<file path="src/rtl/cpu_pkg.sv">
`default_nettype none
// ============================================================================
// Module      : cpu_pkg
// Description : Shared definitions for the CPU front end. Holds the default
//               instruction/address widths, the default prefetch depth, the
//               default reset fetch address and the fetch entry record that
//               pairs an instruction word with the address it came from.
// Revision    : 1.0  initial release
// ============================================================================
package cpu_pkg;

    localparam int          c_ROM_DATA_WIDTH = 16;
    localparam int          c_ROM_ADDR_WIDTH = 12;
    localparam int          c_FIFO_DEPTH     = 4;
    localparam int unsigned c_RESET_ADDR     = 0;

    // One prefetched instruction together with its word address.
    typedef struct packed {
        logic [c_ROM_DATA_WIDTH-1:0] inst;
        logic [c_ROM_ADDR_WIDTH-1:0] pc;
    } fetch_entry_t;

endpackage
`default_nettype wire

</file>
<file path="src/rtl/fetch_fifo.sv">
`default_nettype none
// ============================================================================
// Module      : fetch_fifo
// Description : Show-ahead FIFO for prefetched instruction entries. The head
//               entry is visible combinationally from storage. Push and pop
//               may happen in the same cycle at any fill level. Flush has
//               priority over push and pop and empties the FIFO.
// Ports       : i_clk        clock, rising edge
//               i_rst        synchronous reset, active low
//               i_flush      discard all entries this edge
//               i_push       write i_push_data at the tail
//               i_push_data  entry to write
//               i_pop        retire the head entry (ignored when empty)
//               o_head_data  head entry (show-ahead)
//               o_valid      FIFO holds at least one entry
//               o_count      number of entries held, 0..DEPTH
// Revision    : 1.0  initial release
// ============================================================================
module fetch_fifo #(
    parameter int WIDTH = 28,
    parameter int DEPTH = 4
) (
    input  logic                     i_clk,
    input  logic                     i_rst,
    input  logic                     i_flush,
    input  logic                     i_push,
    input  logic [WIDTH-1:0]         i_push_data,
    input  logic                     i_pop,
    output logic [WIDTH-1:0]         o_head_data,
    output logic                     o_valid,
    output logic [$clog2(DEPTH):0]   o_count
);

    localparam int c_PTR_W = $clog2(DEPTH);
    localparam int c_CNT_W = c_PTR_W + 1;

    logic [WIDTH-1:0]   r_mem [DEPTH];
    logic [c_PTR_W-1:0] r_rd_ptr;
    logic [c_PTR_W-1:0] r_wr_ptr;
    logic [c_CNT_W-1:0] r_count;
    logic               w_pop;

    // A pop against an empty FIFO is dropped so the count never underflows.
    assign w_pop = i_pop & (r_count != '0);

    // DEPTH is a power of two, so the pointers wrap naturally.
    always_ff @(posedge i_clk) begin
        if (!i_rst) begin
            r_rd_ptr <= '0;
            r_wr_ptr <= '0;
            r_count  <= '0;
        end else if (i_flush) begin
            r_rd_ptr <= '0;
            r_wr_ptr <= '0;
            r_count  <= '0;
        end else begin
            if (i_push) begin
                r_wr_ptr <= r_wr_ptr + c_PTR_W'(1);
            end
            if (w_pop) begin
                r_rd_ptr <= r_rd_ptr + c_PTR_W'(1);
            end
            r_count <= r_count + c_CNT_W'(i_push) - c_CNT_W'(w_pop);
        end
    end

    // Storage needs no reset: nothing is visible until the count says so.
    always_ff @(posedge i_clk) begin
        if (i_rst && !i_flush && i_push) begin
            r_mem[r_wr_ptr] <= i_push_data;
        end
    end

    assign o_head_data = r_mem[r_rd_ptr];
    assign o_valid     = (r_count != '0);
    assign o_count     = r_count;

endmodule
`default_nettype wire

</file>
<file path="src/rtl/instr_fetch.sv">
`default_nettype none
// ============================================================================
// Module      : instr_fetch
// Description : Instruction fetch stage. Owns the program counter, drives the
//               synchronous ROM address, captures returned words into a
//               prefetch FIFO and hands them to decode over valid/ready.
//               A redirect flushes buffered and in-flight words and restarts
//               fetch at a new address.
// Ports       : i_clk            clock, rising edge
//               i_rst            synchronous reset, active low
//               rom_addr         registered ROM word address
//               rom_din          ROM data, valid one cycle after address
//               i_redirect       single-cycle flush-and-jump request
//               i_redirect_addr  new fetch address
//               o_inst_valid     head instruction valid
//               o_inst           head instruction word
//               o_inst_pc        address of head instruction
//               i_inst_ready     decode accepts head this cycle
// Revision    : 1.0  initial release
// ============================================================================
module instr_fetch
    import cpu_pkg::*;
#(
    parameter int          ROM_DATA_WIDTH = c_ROM_DATA_WIDTH,
    parameter int          ROM_ADDR_WIDTH = c_ROM_ADDR_WIDTH,
    parameter int          FIFO_DEPTH     = c_FIFO_DEPTH,
    parameter int unsigned RESET_ADDR     = c_RESET_ADDR
) (
    input  logic                      i_clk,
    input  logic                      i_rst,
    output logic [ROM_ADDR_WIDTH-1:0] rom_addr,
    input  logic [ROM_DATA_WIDTH-1:0] rom_din,
    input  logic                      i_redirect,
    input  logic [ROM_ADDR_WIDTH-1:0] i_redirect_addr,
    output logic                      o_inst_valid,
    output logic [ROM_DATA_WIDTH-1:0] o_inst,
    output logic [ROM_ADDR_WIDTH-1:0] o_inst_pc,
    input  logic                      i_inst_ready
);

    localparam int c_CNT_W   = $clog2(FIFO_DEPTH) + 1;
    localparam int c_OCC_W   = c_CNT_W + 1;
    localparam int c_ENTRY_W = ROM_DATA_WIDTH + ROM_ADDR_WIDTH;
    localparam logic [ROM_ADDR_WIDTH-1:0] c_RESET_PC = ROM_ADDR_WIDTH'(RESET_ADDR);

    logic [ROM_ADDR_WIDTH-1:0] r_fetch_pc;
    logic                      r_inflight;
    logic [ROM_ADDR_WIDTH-1:0] r_issued_pc;

    logic [ROM_ADDR_WIDTH-1:0] w_fetch_pc_d;
    logic                      w_inflight_d;
    logic [ROM_ADDR_WIDTH-1:0] w_issued_pc_d;

    logic                      w_pop;
    logic                      w_issue;
    logic [c_OCC_W-1:0]        w_occ;
    logic [c_CNT_W-1:0]        w_count;
    logic                      w_fifo_valid;
    logic [c_ENTRY_W-1:0]      w_head;

    assign w_pop = w_fifo_valid & i_inst_ready;

    // Slots that will be spoken for after this edge: what stays buffered
    // plus the word still on its way back from the ROM. A pop can only occur
    // with a non-empty FIFO, so the subtraction never wraps.
    assign w_occ   = c_OCC_W'(w_count) + c_OCC_W'(r_inflight) - c_OCC_W'(w_pop);
    assign w_issue = (w_occ < c_OCC_W'(FIFO_DEPTH));

    always_comb begin
        w_fetch_pc_d  = r_fetch_pc;
        w_inflight_d  = 1'b0;
        w_issued_pc_d = r_issued_pc;
        if (i_redirect) begin
            // The outstanding ROM read is abandoned; its data is not captured.
            w_fetch_pc_d = i_redirect_addr;
        end else if (w_issue) begin
            w_inflight_d  = 1'b1;
            w_issued_pc_d = r_fetch_pc;
            w_fetch_pc_d  = r_fetch_pc + ROM_ADDR_WIDTH'(1);
        end
    end

    always_ff @(posedge i_clk) begin
        if (!i_rst) begin
            r_fetch_pc  <= c_RESET_PC;
            r_inflight  <= 1'b0;
            r_issued_pc <= '0;
        end else begin
            r_fetch_pc  <= w_fetch_pc_d;
            r_inflight  <= w_inflight_d;
            r_issued_pc <= w_issued_pc_d;
        end
    end

    // The word for an issued address is on rom_din during the following
    // cycle, so an in-flight flag at an edge means "capture now".
    fetch_fifo #(
        .WIDTH (c_ENTRY_W),
        .DEPTH (FIFO_DEPTH)
    ) u_fifo (
        .i_clk       (i_clk),
        .i_rst       (i_rst),
        .i_flush     (i_redirect),
        .i_push      (r_inflight),
        .i_push_data ({rom_din, r_issued_pc}),
        .i_pop       (w_pop),
        .o_head_data (w_head),
        .o_valid     (w_fifo_valid),
        .o_count     (w_count)
    );

    assign rom_addr     = r_fetch_pc;
    assign o_inst_valid = w_fifo_valid;
    // Stale storage is hidden so an empty FIFO presents zeros.
    assign o_inst       = w_fifo_valid ? w_head[c_ENTRY_W-1:ROM_ADDR_WIDTH] : '0;
    assign o_inst_pc    = w_fifo_valid ? w_head[ROM_ADDR_WIDTH-1:0]         : '0;

endmodule
`default_nettype wire

</file>
<file path="config.mk">
export PLATFORM = sky130hd
export DESIGN_NAME = instr_fetch
export DESIGN_NICKNAME = d
export VERILOG_FILES = /design/src/rtl/cpu_pkg.sv /design/src/rtl/fetch_fifo.sv /design/src/rtl/instr_fetch.sv
export SDC_FILE = /design/constraint.sdc
export NUM_CORES = 1
export LEC_CHECK = 0
export CAP_MARGIN = 20
export CORE_ASPECT_RATIO = 1.75
export CORE_UTILIZATION = 45
export CTS_CLUSTER_SIZE = 20
export DETAILED_ROUTE_END_ITERATION = 8
export PLACE_DENSITY = 0.67
export SYNTH_ARGS = -nofsm -noshare
export SYNTH_HDL_FRONTEND = slang
export SYNTH_SLANG_ARGS = --single-unit
export TNS_END_PERCENT = 1
</file>
<file path="constraint.sdc">
create_clock -name i_clk -period 3.5 [get_ports i_clk]
set_clock_uncertainty 0.1 [all_clocks]
set_input_delay 0.35 -clock i_clk [delete_from_list [all_inputs] [get_ports i_clk]]
set_output_delay 0.35 -clock i_clk [all_outputs]
set_load 0.03 [all_outputs]
</file>
==> summary.md, run 1 <==
The run finished with clean final reports. The floorplan step defined a die boundary enclosing 0.0135 mm². The tools report the maximum achievable frequency as 310 MHz. Post-detailed-placement half-perimeter wirelength: 6570 µm.

Among all stages on the critical path, the largest delay is contributed by sky130_fd_sc_hd__or4_1. Clock tree synthesis found a total of 146 sinks. The run gives 2 as the maximum number of buffers from clock root to sink. STA classifies the critical path endpoint as a flip-flop. The worst max-slew margin expressed relative to the limit is 56.0%. Summed over all failing endpoints, the final setup total negative slack is 0 ps.

Across the VDD grid, the largest voltage drop is 0.340 mV. The minimum setup slack among reg-to-reg paths came out at 270 ps. The capture instance of the worst register-to-register path was rom_addr[6]. Counting every instance in the synthesized netlist gives 362. The number of nets in the synthesized netlist is 405.

The tools report the clock root buffer as sky130_fd_sc_hd__clkbuf_16. The tools report the total wire length as 10200 µm. After clock tree synthesis, the flow added hold-fix buffers numbering 0.

The number of buffer cells added on primary ports is 72. After synthesis the netlist holds a flip-flop and latch count of 146. The I/O pin count is 73. The largest net degree at the start of global routing is 38, and the number of nets in the layout is 489. Power spread over the standard cell area amounts to 601 mW/mm². Global routing consumed, over all layers together, 16.6% of the routing resources. Dividing the detail-routed via count by the number of cells gives 5.22. The tools report the register area share after synthesis as 68.9%. The number of maximum-capacitance violations is 0.

Setup repair after global routing left no endpoint under its margin. The final critical path time including I/O delays and setup is 3230 ps. The worst hold path passes through 2 cells. The largest stage delay on the critical path was 490 ps. The congestion estimate from routability-driven global placement came to 0.735.

The post-detailed-route DRC marker count is 0. The run gives 31 as the number of distinct library cells after synthesis. In this run the most critical hold path is launched from r_issued_pc[10].

The tools report the total internal power as 0.00325 W. Per report_power, the sequential group accounts for 44.9% of the total. The clock reaches the later pin of the worst-skew pair after 410 ps. The post-place instance area is 0.00680 mm². Walking the worst path, the cells encountered are or3_1, and2_1, ha_1, inv_1, ha_1, fa_1, xor2_1, o2111ai_2, buf_4, or4_1, a31oi_1.

The tools report the initial core utilization as 46.7%. The synthesized netlist occupies a cell area of 0.00587 mm². Layout cell share with drive strength beyond 1: 16.1%. The number of placed instances with taps included is 595, and the net switching power of the design is 0.00118 W.

The end point of the worst hold path was r_issued_pc[10]. In this design, the critical path's most frequently occurring cell is sky130_fd_sc_hd__ha_1. The transition time at the pin with the least slew margin is 659 ps, and the post-cts resize count is 0. TritonCTS built the clock tree.

The first TritonRoute pass finished after 5 iterations. Critical path arrival: 3470 ps. The tools report the final max-slew violation count as 0. For the number of antenna violations at the first check in global routing, the log shows 0. Yosys mapped a number of flops with a built-in enable equal to 112. The required time reported for the critical path endpoint is 3740 ps.

Area of the multi-input gates: 0.00169 mm². The hold violation count in the final report is 0. For this design the static power due to leakage is 2.46 nW.

In the final layout, flip-flops and latches occupy 0.00405 mm². The run gives 0 as the final setup violation count. In the synthesized netlist the dominant register cell turns out to be sky130_fd_sc_hd__edfxtp_1. The vias after detailed routing came out at 3273. The switching fraction of total power was 26.6%. The library cell used most frequently in the layout, excluding fill and tap cells, is sky130_fd_sc_hd__edfxtp_1.

STA classifies the critical path startpoint as a flip-flop. The worst register-to-register path has a depth of 11. The detail route stage leaves a number of antenna-violating nets equal to 0. Dividing the final minimum period by the clock period gives 92.3%. The tools report the worst setup path startpoint as u_fifo.o_count[2].

The tools report the final design utilization as 58.7%. The worst hold path belongs to the class reg2reg. The clock slew seen by the registers of the worst setup and hold paths was 60 ps; the largest fanout on the critical path was 24. The share of synthesized registers carrying an async set or reset is 0%.

The die is 88.3 µm wide. For this run, the number of Yosys warnings is 0. The number of antenna diodes in the final layout is 0. The first global-routing pass estimated 16600 µm of wire. In the final routed layout, each cell accounts on average for 16.3 µm. The clock network is responsible for 38.6% of the overall power. In this run the vertical extent of the chip is 153 µm. Dividing the synthesized area by the synthesized cell count gives 16.2 µm². The area growth from synthesis to layout is 25.7%. The portion of total power attributed to combinational logic is 16.5%.

After the first detailed-routing iteration, the DRC count stood at 103. After layout, the design draws a total of 0.00443 W. In this run the standard cell core region covers 0.0126 mm².

Summing all non-filler instances in the final layout gives an area of 0.00737 mm². Buffers inserted during clock tree synthesis total 17. Classification of the worst setup path: reg2reg.

The beginning of the worst register-to-register path is u_fifo.o_count[2]. Leaving out fill and tap cells, the most frequent cells in the layout are sky130_fd_sc_hd__edfxtp_1, sky130_fd_sc_hd__clkdlybuf4s50_1, sky130_fd_sc_hd__dfxtp_1. For the count of filler cells inserted in the layout, the log shows 1017. For this run the aggregate overflow at the end of global routing stands at 0.

The tools report the post-CTS repair timing setup buffer count as 0. For the number of H-tree levels, the log shows 4. Via count of the first global-routing pass: 3377. For this run, the number of standard cells in the final layout without fillers is 627. Standard-cell row count: 54.
## state kept, by name, summed over array words and instances (netlist names), named ones only
register         flops
rom_addr            12
u_fifo.r_wr_ptr      2
r_inflight           1
r_issued_pc         12
u_fifo.r_mem       112
u_fifo.r_rd_ptr      2
u_fifo.o_count       3
## synthesized netlist by cell type (3+ instances only)
library cell / instances / area, µm²
sky130_fd_sc_hd__and3_1: 4 / 25.0
sky130_fd_sc_hd__edfxtp_1: 112 / 3360
sky130_fd_sc_hd__or4_1: 7 / 52.6
sky130_fd_sc_hd__dfxtp_1: 34 / 681
sky130_fd_sc_hd__ha_1: 10 / 125
sky130_fd_sc_hd__clkbuf_1: 12 / 45.0
sky130_fd_sc_hd__a31oi_1: 10 / 62.6
sky130_fd_sc_hd__mux2i_1: 14 / 140
sky130_fd_sc_hd__mux4_2: 28 / 631
sky130_fd_sc_hd__buf_2: 3 / 15.0
sky130_fd_sc_hd__o21ai_1: 3 / 15.0
sky130_fd_sc_hd__inv_1: 10 / 37.5
sky130_fd_sc_hd__nor2_1: 7 / 26.3
sky130_fd_sc_hd__o31ai_1: 7 / 52.6
sky130_fd_sc_hd__nand4_1: 3 / 18.8
sky130_fd_sc_hd__xor2_1: 3 / 26.3
sky130_fd_sc_hd__nand2_1: 27 / 101
sky130_fd_sc_hd__and2_1: 31 / 194
sky130_fd_sc_hd__nand3_1: 5 / 25.0
sky130_fd_sc_hd__o21ai_0: 13 / 65.1
sky130_fd_sc_hd__buf_6: 3 / 33.8
sky130_fd_sc_hd__or3_1: 5 / 31.3
## how the worst max path moves through the flow
stage	to	slack, ps	cells past startpoint
final	rom_addr[6]	270	11
after global routing	rom_addr[8]	130	11
after CTS	rom_addr[6]	250	11
after detailed placement	rom_addr[6]	200	11
after global placement	rom_addr[10]	260	11
after floorplan	rom_addr[5]	480	11
## per-layer routing
metal	track usage (%)	routed length, µm	up-vias
li1	-	-	1560
met1	18.7	4040	1617
met2	28.9	5600	82
met3	4.91	385	14
met4	6.61	180	0
met5	0	0	-
## through the flow
step	hold slack, ps	setup slack, ps
3_3_place_gp	373	255
6_report	398	270
2_1_floorplan	349	481
4_1_cts	402	253
5_1_grt	423	126
3_5_place_dp	388	196
## power by group through the flow
stage          registers, W  clock network (W)  logic, W
4_1_cts             0.00199            0.00174  0.000746
3_5_place_dp        0.00203                  0  0.000744
2_1_floorplan       0.00204                  0  0.000477
3_3_place_gp        0.00202                  0  0.000734
6_report            0.00199            0.00171  0.000730
5_1_grt             0.00200            0.00181  0.000788
## worst max-delay path: cells and delay by family, from the launching register on
kind	cells	cell delay, ps
simple gates	3	1070
fa+ha+maj	3	850
flops	1	340
compound gates	2	300
buf+inv	2	270
xor+xnor	1	210
## cells by family after synthesis
family / share of synthesized area (%)
flip-flops: 68.9
AND/OR/NAND/NOR: 8.74
multiplexers: 13.1
AO/OA/AOI/OAI: 3.75
buffers and inverters: 2.24
adder cells (fa/ha/maj): 2.47
XOR/XNOR: 0.746
## layout make-up
cell class                 count  area share (%)
clock buffer                  17            5.77
clock inverter                15            1.99
inverter                      10           0.509
multi-input combinational    188            23.0
sequential                   146            54.9
tap                          168            2.85
timing repair buffer          83            11.1
Power figures use the tool's default switching activity.
==> run 2: changes to the inputs <==
--- a/config.mk
+++ b/config.mk
@@ -11,6 +11,7 @@
 export CTS_CLUSTER_SIZE = 20
 export DETAILED_ROUTE_END_ITERATION = 8
 export PLACE_DENSITY = 0.67
+export SLEW_MARGIN = 20
 export SYNTH_ARGS = -nofsm -noshare
 export SYNTH_HDL_FRONTEND = slang
 export SYNTH_SLANG_ARGS = --single-unit
==> results of run 2 <==
Final layout, timing and power as in run 1 (identical DEF).
